===== config.mk =====
export PLATFORM = sky130hd
export DESIGN_NAME = fetch_unit
export DESIGN_NICKNAME = d
export VERILOG_FILES = /design/src/rtl/fetch_unit_pkg.sv /design/src/rtl/fetch_fifo.sv /design/src/rtl/fetch_unit.sv
export SDC_FILE = /design/constraint.sdc
export NUM_CORES = 1
export LEC_CHECK = 0
export ABC_CLOCK_PERIOD_IN_PS = 9200
export BUFFER_PORTS_ARGS = -buffer_cell sky130_fd_sc_hd__buf_4
export CORE_MARGIN = 2
export CORE_UTILIZATION = 60
export CTS_BUF_LIST = sky130_fd_sc_hd__clkbuf_4 sky130_fd_sc_hd__clkbuf_8 sky130_fd_sc_hd__clkbuf_16
export CTS_CLUSTER_DIAMETER = 150
export DETAILED_ROUTE_END_ITERATION = 12
export GPL_ROUTABILITY_DRIVEN = 1
export PLACE_DENSITY = 0.85
export SETUP_SLACK_MARGIN = 0.02
export SKIP_CTS_REPAIR_TIMING = 1
export SLEW_MARGIN = 40
export SYNTH_ARGS = -nofsm -noshare
export SYNTH_HDL_FRONTEND = slang
export SYNTH_HIERARCHICAL = 1
export SYNTH_SLANG_ARGS = --single-unit

===== constraint.sdc =====
create_clock -name clk_i -period 9.2 [get_ports clk_i]
set_input_delay 2.76 -clock clk_i [delete_from_list [all_inputs] [get_ports clk_i]]
set_output_delay 2.76 -clock clk_i [all_outputs]
set_load 0.01 [all_outputs]

===== src/rtl/fetch_unit_pkg.sv =====
// Shared definitions for the instruction fetch unit: widths, NOP encoding,
// redirect-enable level, FSM state encodings and a word-alignment helper.
package fetch_unit_pkg;

  localparam int ADDR_W = 32;
  localparam int INST_W = 32;

  // Bubble presented to if_id whenever no live instruction is available
  localparam logic [INST_W-1:0] INST_NOP = 32'h0000_0013;

  // Level of jumpe_i that requests a redirect
  localparam logic JUMP_EN_LVL = 1'b1;

  typedef enum logic [1:0] {
    ST_IDLE = 2'b00,  // no request outstanding
    ST_WAIT = 2'b01,  // request outstanding, response will be kept
    ST_DROP = 2'b10   // request outstanding, response will be discarded
  } fetch_state_e;

  // Clear the byte-offset bits so fetches are always word aligned
  function automatic logic [ADDR_W-1:0] align_word(input logic [ADDR_W-1:0] addr);
    return addr & {{(ADDR_W-2){1'b1}}, 2'b00};
  endfunction

endpackage


===== src/rtl/fetch_fifo.sv =====
// Two-entry fetch queue holding {pc, instruction} pairs for if_id.
// Supports push, pop and flush in the same cycle; flush wins.
module fetch_fifo
  import fetch_unit_pkg::*;
(
  input  logic              clk_i,
  input  logic              rst_i,
  input  logic              push,
  input  logic              pop,
  input  logic              flush,
  input  logic [ADDR_W-1:0] wr_pc,
  input  logic [INST_W-1:0] wr_inst,
  output logic [ADDR_W-1:0] rd_pc,
  output logic [INST_W-1:0] rd_inst,
  output logic [1:0]        count,
  output logic              empty
);

  logic [ADDR_W-1:0] pc_mem   [2];
  logic [INST_W-1:0] inst_mem [2];
  logic              wr_ptr;
  logic              rd_ptr;

  // Pointer and occupancy bookkeeping; push+pop together leaves count unchanged
  always_ff @(posedge clk_i or negedge rst_i) begin
    if (!rst_i) begin
      wr_ptr <= 1'b0;
      rd_ptr <= 1'b0;
      count  <= 2'd0;
    end else if (flush) begin
      wr_ptr <= 1'b0;
      rd_ptr <= 1'b0;
      count  <= 2'd0;
    end else begin
      if (push) wr_ptr <= ~wr_ptr;
      if (pop)  rd_ptr <= ~rd_ptr;
      case ({push, pop})
        2'b10:   count <= count + 2'd1;
        2'b01:   count <= count - 2'd1;
        default: count <= count;
      endcase
    end
  end

  // Entry storage; contents are only meaningful while count covers them
  always_ff @(posedge clk_i) begin
    if (push && !flush) begin
      pc_mem[wr_ptr]   <= wr_pc;
      inst_mem[wr_ptr] <= wr_inst;
    end
  end

  assign rd_pc   = pc_mem[rd_ptr];
  assign rd_inst = inst_mem[rd_ptr];
  assign empty   = (count == 2'd0);

endmodule


===== src/rtl/fetch_unit.sv =====
// Instruction fetch unit: fetch PC, single-outstanding memory request FSM
// and a two-entry queue feeding if_id. Redirects flush the queue and
// discard any in-flight response.
// Optional feature: define FETCH_MISALIGN_CHK_EN to add a registered
// misalign_o flag for redirect targets with non-zero byte offset.
module fetch_unit
  import fetch_unit_pkg::*;
#(
  parameter logic [ADDR_W-1:0] RESET_PC = 32'h0000_0000,
  parameter int                FQ_DEPTH = 2
) (
  input  logic              clk_i,
  input  logic              rst_i,
  input  logic              jumpe_i,
  input  logic [ADDR_W-1:0] jump_addr_i,
  input  logic              stall_i,
  output logic              imem_req_o,
  output logic [ADDR_W-1:0] imem_addr_o,
  input  logic              imem_ack_i,
  input  logic [INST_W-1:0] imem_data_i,
  output logic              inst_valid_o,
  output logic [INST_W-1:0] inst_o,
  output logic [ADDR_W-1:0] pc_o
`ifdef FETCH_MISALIGN_CHK_EN
  ,
  output logic              misalign_o
`endif
);

  localparam logic [1:0] FQ_MAX = 2'(FQ_DEPTH);

  fetch_state_e      state_q, state_d;
  logic [ADDR_W-1:0] fpc_q, fpc_d;
  logic [ADDR_W-1:0] fpc_req_q;
  logic              issue;
  logic              push;
  logic              pop;
  logic              jump;
  logic [ADDR_W-1:0] target;
  logic [ADDR_W-1:0] head_pc;
  logic [INST_W-1:0] head_inst;
  logic [1:0]        fifo_count;
  logic              fifo_empty;
  logic              room_idle;
  logic              room_ack;

  assign jump   = (jumpe_i == JUMP_EN_LVL);
  assign target = align_word(jump_addr_i);
  assign pop    = !fifo_empty && !stall_i && !jump;

  // From IDLE a new request fits if the queue is not full; on an ack the
  // returning word occupies a slot, so a follow-on request needs a free
  // slot after the push (or a pop freeing one in the same cycle).
  assign room_idle = (fifo_count < FQ_MAX);
  assign room_ack  = (fifo_count < (FQ_MAX - 2'd1)) || pop;

  // Fetch state and fetch PC
  always_ff @(posedge clk_i or negedge rst_i) begin
    if (!rst_i) begin
      state_q <= ST_IDLE;
      fpc_q   <= RESET_PC;
    end else begin
      state_q <= state_d;
      fpc_q   <= fpc_d;
    end
  end

  // Address of the outstanding request, captured when it is accepted
  always_ff @(posedge clk_i) begin
    if (issue) fpc_req_q <= fpc_q;
  end

  // Next-state, request and queue-push decode
  always_comb begin
    state_d     = state_q;
    fpc_d       = fpc_q;
    issue       = 1'b0;
    push        = 1'b0;
    imem_req_o  = 1'b0;
    imem_addr_o = fpc_req_q;
    case (state_q)
      ST_IDLE: begin
        imem_addr_o = fpc_q;
        if (jump) begin
          fpc_d = target;
        end else if (room_idle && rst_i) begin
          // rst_i term keeps the request low while reset is held
          imem_req_o = 1'b1;
          issue      = 1'b1;
          state_d    = ST_WAIT;
        end
      end
      ST_WAIT: begin
        imem_req_o = 1'b1;
        if (jump) begin
          fpc_d   = target;
          state_d = imem_ack_i ? ST_IDLE : ST_DROP;
        end else if (imem_ack_i) begin
          push = 1'b1;
          if (room_ack) begin
            issue = 1'b1;
          end else begin
            state_d = ST_IDLE;
          end
        end
      end
      ST_DROP: begin
        imem_req_o = 1'b1;
        if (jump) fpc_d = target;
        if (imem_ack_i) state_d = ST_IDLE;
      end
      default: begin
        state_d = ST_IDLE;
      end
    endcase
    if (issue) fpc_d = fpc_q + 32'd4;
  end

  fetch_fifo u_fifo (
    .clk_i   (clk_i),
    .rst_i   (rst_i),
    .push    (push),
    .pop     (pop),
    .flush   (jump),
    .wr_pc   (fpc_req_q),
    .wr_inst (imem_data_i),
    .rd_pc   (head_pc),
    .rd_inst (head_inst),
    .count   (fifo_count),
    .empty   (fifo_empty)
  );

  assign inst_valid_o = !fifo_empty;
  assign inst_o       = fifo_empty ? INST_NOP : head_inst;
  assign pc_o         = fifo_empty ? '0 : head_pc;

`ifdef FETCH_MISALIGN_CHK_EN
  // One-cycle flag for a redirect target that is not word aligned
  always_ff @(posedge clk_i or negedge rst_i) begin
    if (!rst_i) misalign_o <= 1'b0;
    else        misalign_o <= jump && (jump_addr_i[1:0] != 2'b00);
  end
`endif

endmodule


==> impl_metrics.tcl, run 1 <==
set metrics [dict create \
    timing.rr.start "state_q[0]" \
    end_kind "output pin" \
    max-slew-margin-rel_pct 48.3 \
    tritoncts "done" \
    grt_start_max_net_pins 65 \
    clockBufferDepth 2 \
    critical_path_class "input port to output pin" \
    peakVddDrop_v 0.000245 \
    fp.coreArea_sq_um 14500 \
    gr-total-overflow 0 \
    setup_violations 0 \
    maxCapViolCount 0 \
    tns_ns 0 \
    synth_seq_cells 194 \
    critPathMaxFanout 38 \
    synthArstFlopShare_pct 18.6 \
    fin_nets 851 \
    wl_um 18700 \
    reg2reg_setup_slack_ns 5.88 \
    syn-cell-area_sq_um 8920 \
    yosysUniqueCellTypes 56 \
    finalClockSkew_ns 0.00925 \
    io_buffer_count 162 \
    tightest_slew_ns 0.774 \
    die_h_um 126 \
    dp_hpwl_um 12200 \
    final_cell_mix "buf_4, edfxtp_1, nor2b_1" \
    drc 0 \
    synth_edf_count 158 \
    min_period_over_period_pct 72.1 \
    hold_violations 0 \
    startpoint_type "input port" \
    design_area_sq_um 10900 \
    vias_per_cell 5.88 \
    synth_top_area_cell "edfxtp_1" \
    clk_pin_slew_ns 0.07 \
    syn_avg_cell_area_sq_um 14.4 \
    p_leak_nw 4.12 \
    gp_congestion 0.900 \
    drive_above_1_share_pct 40.3 \
    io_pins 167 \
    synth_flop_cell "edfxtp_1" \
    grt_usage_pct 23.3 \
    start_util_pct 61.4 \
    synth_area_leaders "edfxtp_1, dfrtp_1, mux2_4, mux2_2, nor2b_1" \
    clk_latency_ns 0.43 \
    die_x_um 126 \
    grt_pass1_vias 5500 \
    syn_inst 620 \
    synth.top_cell.area_share_pct 53.2 \
    placed_area_sq_um 10300 \
    finalMaxSlewViolations 0 \
    htree_num_levels 4 \
    hp-class "register to register" \
    ys_seq_area_share_pct 63.3 \
    rsz0062_at_grt "no" \
    antenna_found_initial 0 \
    area_delta_synth_final_pct 22.0 \
    diodes 0 \
    num_vias 5730 \
    power_density_nw_per_um2 275 \
    yosys_warnings 6 \
    drt_iter0_drc 468 \
    dr.pass1.iters 5 \
    detail_route.wl_per_cell_um 19.2 \
    root_buffer "clkbuf_16" \
    cts_num_sinks 194 \
    crit_arrival_ns 3.88 \
    cts_buffers 17 \
    hp-start "fpc_req_q[23]" \
    final_common_cell "buf_4" \
    hold_slack_ns 0.474 \
    fin_crit_ns 6.64 \
    required_ns 6.44 \
    fmax_mhz 151 \
    crit_path_start "rst_i" \
    status "finished clean" \
    grt_pass1_wl_um 28800 \
    rows 44 \
    ant_nets 0 \
    die_area_sq_um 15900 \
]
-- state kept, by name (all words and copies together), names as in the netlist --
signal and count:
u_fifo/wr_ptr 1, fpc_req_q 30, u_fifo/pc_mem 64, fpc_q 30
u_fifo/rd_ptr 1, u_fifo/count 2, state_q 2, u_fifo/inst_mem 64
-- cells in the mapped netlist, types with 2 or more instances --
library cell / number
o21ai_0: 19
nor3b_2: 2
o211ai_1: 3
edfxtp_1: 158
nor4_1: 3
nor2_1: 21
nand3_1: 22
nand2_1: 20
ha_1: 5
inv_1: 10
nand4_1: 8
o32ai_1: 3
a21oi_1: 31
a221o_1: 2
buf_1: 5
o22ai_1: 13
a2bb2oi_1: 7
nand3_2: 2
o21ai_1: 2
and3b_1: 3
clkbuf_1: 14
nand4_4: 2
mux2_4: 50
or4_1: 4
nor3b_1: 2
or2_2: 4
o21a_1: 2
xnor2_1: 3
dfrtp_1: 36
nor3_1: 5
buf_2: 10
and3_1: 3
buf_4: 3
a22oi_1: 7
buf_6: 6
mux2_2: 44
nor2b_1: 66
and4_1: 2
-- report_power, final --
part | leakage [nW] | internal [mW] | switching (mW) | total [mW]
logic | 1.97 | 0.465 | 0.498 | 0.962
clock network | 0.301 | 0.435 | 0.312 | 0.747
registers | 1.85 | 1.12 | 0.162 | 1.28
-- logic make-up after synthesis --
family	synth area share [%]
adder cells (fa/ha/maj)	0.701
multiplexers	14.1
flip-flops	63.3
AO/OA/AOI/OAI	6.78
AND/OR/NAND/NOR	11.9
XOR/XNOR	0.393
buffers and inverters	2.83
other	0.0420
-- per-layer routing --
metal | track usage, % | share of wire, %
met3 | 5.27 | 7.3
met4 | 8.02 | 1.5
met1 | 32.0 | 43
met2 | 37.1 | 48
met5 | 0 | 0
-- area by class of cell --
cell class | count | area, sq um
Clock inverter | 10 | 121
Fill cell | 920 | 3660
Tap cell | 184 | 230
Inverter | 11 | 41.3
Sequential cell | 194 | 5650
Clock buffer | 22 | 488
Timing Repair Buffer | 171 | 1290
Multi-Input combinational cell | 382 | 3050
-- per-stage QoR --
step | utilization, % | std cells | power, mW | setup slack (ns)
4_1_cts | 74.8 | 974 | 2.99 | 2.54
3_3_place_gp | 70.6 | 942 | 2.20 | 2.57
6_report | 74.8 | 974 | 2.99 | 2.56
5_1_grt | 74.8 | 974 | 3.12 | 2.39
3_5_place_dp | 70.6 | 942 | 2.24 | 2.55
2_1_floorplan | - | 625 | 1.83 | 0.823
-- critical path: stages --
cell and delay (ns):
buf_4 0.41, nor3b_2 0.34, a21oi_1 0.11, nor2_1 0.10
buf_4 0.13
-- final timing paths --
path,depth (start not counted),endpoint
max,5,imem_req_o
min,0,u_fifo/pc_mem[0][23]
max reg2reg,10,fpc_q[18]
min reg2reg,0,u_fifo/pc_mem[0][23]
max in group asynchronous,1,u_fifo/rd_ptr
min in group asynchronous,1,fpc_q[11]
(Power assumes the default switching activity.)
==> run 2: changes to the inputs <==
Settings changed: ABC_CLOCK_PERIOD_IN_PS 9200 to 5500, CORE_UTILIZATION 60 to 50, PLACE_DENSITY 0.85 to 0.76.
Clock period 9.2 ns to 5.5 ns, I/O delays scaled along.
==> run 2 against run 1 <==
Combinational power up 68%. Register-to-register slack got worse by 3.9 ns. Global-route usage is 3.8 points lower. Clock skew barely moved. Power up 68%. Wire length decreased by 2.0%. Critical path depth is the same. Clock power rose by 69%. First-iteration DRC count is 9.6% lower. Sequential power rose by 66%. Sequential cell count stayed put. Worst hold slack better by 0.0048 ns. Critical endpoint is now imem_addr_o[17]. Largest cell class unchanged. Highest routed layer unchanged.
==> impl_metrics.tcl, run 2 (synthesis gave the netlist of run 1 again) <==
set metrics [dict create \
    final_cell_mix "buf_4, edfxtp_1, nor2b_1" \
    drive_above_1_share_pct 40.6 \
    critical_path_class "register to output pin" \
    critPathMaxFanout 22 \
    io_buffer_count 162 \
    power.share.clock_pct 25.2 \
    min_path_cells 0 \
    finalMaxSlewViolations 0 \
    startpoint_type "register" \
    tritoncts "done" \
    required_ns 3.85 \
    n_fill_cell 1311 \
    hold_slack_ns 0.479 \
    drc 0 \
    path_cells "inv_1 -> ha_1 -> buf_4 -> mux2_2 -> buf_4" \
    detail_route.wl_per_cell_um 18.0 \
    p_comb_share_pct 32.3 \
    status "finished clean" \
    final_core_util_pct 63.4 \
    min_period_over_period_pct 78.0 \
    num_vias 5574 \
    maxCapViolCount 0 \
    fin_nets 855 \
    htree_num_levels 4 \
    instances_no_fill 1019 \
    fin_crit_ns 4.29 \
    grt_pass1_wl_um 27800 \
    cts_buffers 17 \
    diodes 0 \
    final_common_cell "buf_4" \
    hp-class "register to register" \
    vias_per_cell 5.47 \
    area_delta_synth_final_pct 23.4 \
    die_area_sq_um 18900 \
    grt_pass1_vias 5288 \
    p_int_mw 3.39 \
    peakVddDrop_v 0.000387 \
    p_leak_nw 4.15 \
    reg2reg_setup_slack_ns 1.94 \
    cts_num_sinks 194 \
    ant_nets 0 \
    clk_pin_slew_ns 0.07 \
    tightest_slew_ns 0.818 \
    slowest_delay_ns 0.67 \
    p_sw_share_pct 32.4 \
    tns_ns 0 \
    placed_area_sq_um 10400 \
    clk_latency_ns 0.43 \
    gr-total-overflow 0 \
    p_seq_share_pct 42.4 \
    design_area_sq_um 11000 \
    grt_usage_pct 19.5 \
    finalClockSkew_ns 0.00937 \
    io_pins 167 \
    r2r-end "fpc_q[29]" \
    fmax_mhz 233 \
    root_buffer "clkbuf_16" \
    placed_cells 987 \
    start_util_pct 51.4 \
    antenna_found_initial 0 \
    cpMostUsedCell "buf_4" \
    gp_congestion 0.881 \
    wl_um 18400 \
    rsz0062_at_grt "no" \
    p_sw_mw 1.62 \
    hp-start "fpc_req_q[23]" \
    setup_violations 0 \
    dr.pass1.iters 5 \
    drt_iter0_drc 423 \
    holdPathEnd "u_fifo/pc_mem[1][23]" \
    fp.coreArea_sq_um 17400 \
    max-slew-margin-rel_pct 45.5 \
    crit_arrival_ns 2.64 \
    clockBufferDepth 2 \
    end_kind "output pin" \
    rr_worst_depth 9 \
    rows 48 \
    hold_violations 0 \
    die_x_um 138 \
    cp_top_family "buffers and inverters" \
    cp_num_buf_inv 3 \
    crit_path_top_delay_cell "ha_1" \
    grt_start_max_net_pins 65 \
    timing.rr.start "state_q[1]" \
    dp_hpwl_um 12700 \
    power_density_nw_per_um2 456 \
    reg.largest.list "u_fifo/inst_mem: 64 flops, u_fifo/pc_mem: 64 flops" \
    die_h_um 138 \
]
[run 2: cell count changes in the layout (fill, tap and decap cells not counted), sizes merged]
cell / previous run / this run
buf: 171 / 175
clkbuf: 22 / 18
inv: 13 / 16
clkinv: 5 / 6
bufinv: 2 / 3
clkinvlp: 1 / 0
[run 2: cell type report]
| cell class | instances | area (sq um) | area share [%] |
|---|---|---|---|
| inverters | 11 | 41.3 | 0.375 |
| flip-flops and latches | 194 | 5650 | 51.3 |
| clock buffers | 18 | 433 | 3.93 |
| multi-input cells | 382 | 3070 | 27.9 |
| repair buffers | 175 | 1350 | 12.3 |
| clock inverters | 14 | 178 | 1.61 |
| well taps | 225 | 282 | 2.56 |
[run 2: per-layer routing]
metal | global-route usage [%] | part of all wire [%] | vias to the layer above
met4 | 6.47 | 1.2 | 0
met5 | 0 | 0 | -
met3 | 4.45 | 9.3 | 18
met2 | 30.4 | 47 | 231
met1 | 27.3 | 43 | 2677
li1 | - | - | 2648
[run 2: power by group through the flow]
stage	Clock, mW	Combinational [mW]	Sequential, mW
after floorplan	0	1.02	2.04
final	1.26	1.62	2.13
after global routing	1.34	1.76	2.16
after detailed placement	0	1.63	2.16
after global placement	0	1.56	2.14
after CTS	1.29	1.63	2.13
[run 2: worst max-delay path by stage]
stage / end / depth (start not counted) / slack [ns] / startpoint
2_1_floorplan: u_fifo/inst_mem[0][0] / 2 / 0.52 / jumpe_i
3_3_place_gp: imem_req_o / 5 / 1.43 / jumpe_i
3_5_place_dp: fpc_q[29] / 8 / 1.41 / rst_i
6_report: imem_addr_o[17] / 5 / 1.21 / state_q[1]
5_1_grt: imem_addr_o[17] / 5 / 1.12 / state_q[1]
4_1_cts: imem_addr_o[17] / 5 / 1.24 / state_q[0]
[run 2: per-stage QoR]
step	worst slack (ns)	power [mW]
after global routing	1.12	5.26
after global placement	1.43	3.70
final	1.21	5.02
after detailed placement	1.41	3.78
after floorplan	0.522	3.06
after CTS	1.24	5.05
[run 2: worst reg2reg max path, delay by kind of cell (launching register included)]
family | cells | cell delay [ns]
flops | 1 | 0.41
compound gates | 1 | 0.20
buf+inv | 3 | 0.94
fa+ha+maj | 1 | 0.67
simple gates | 4 | 1.28
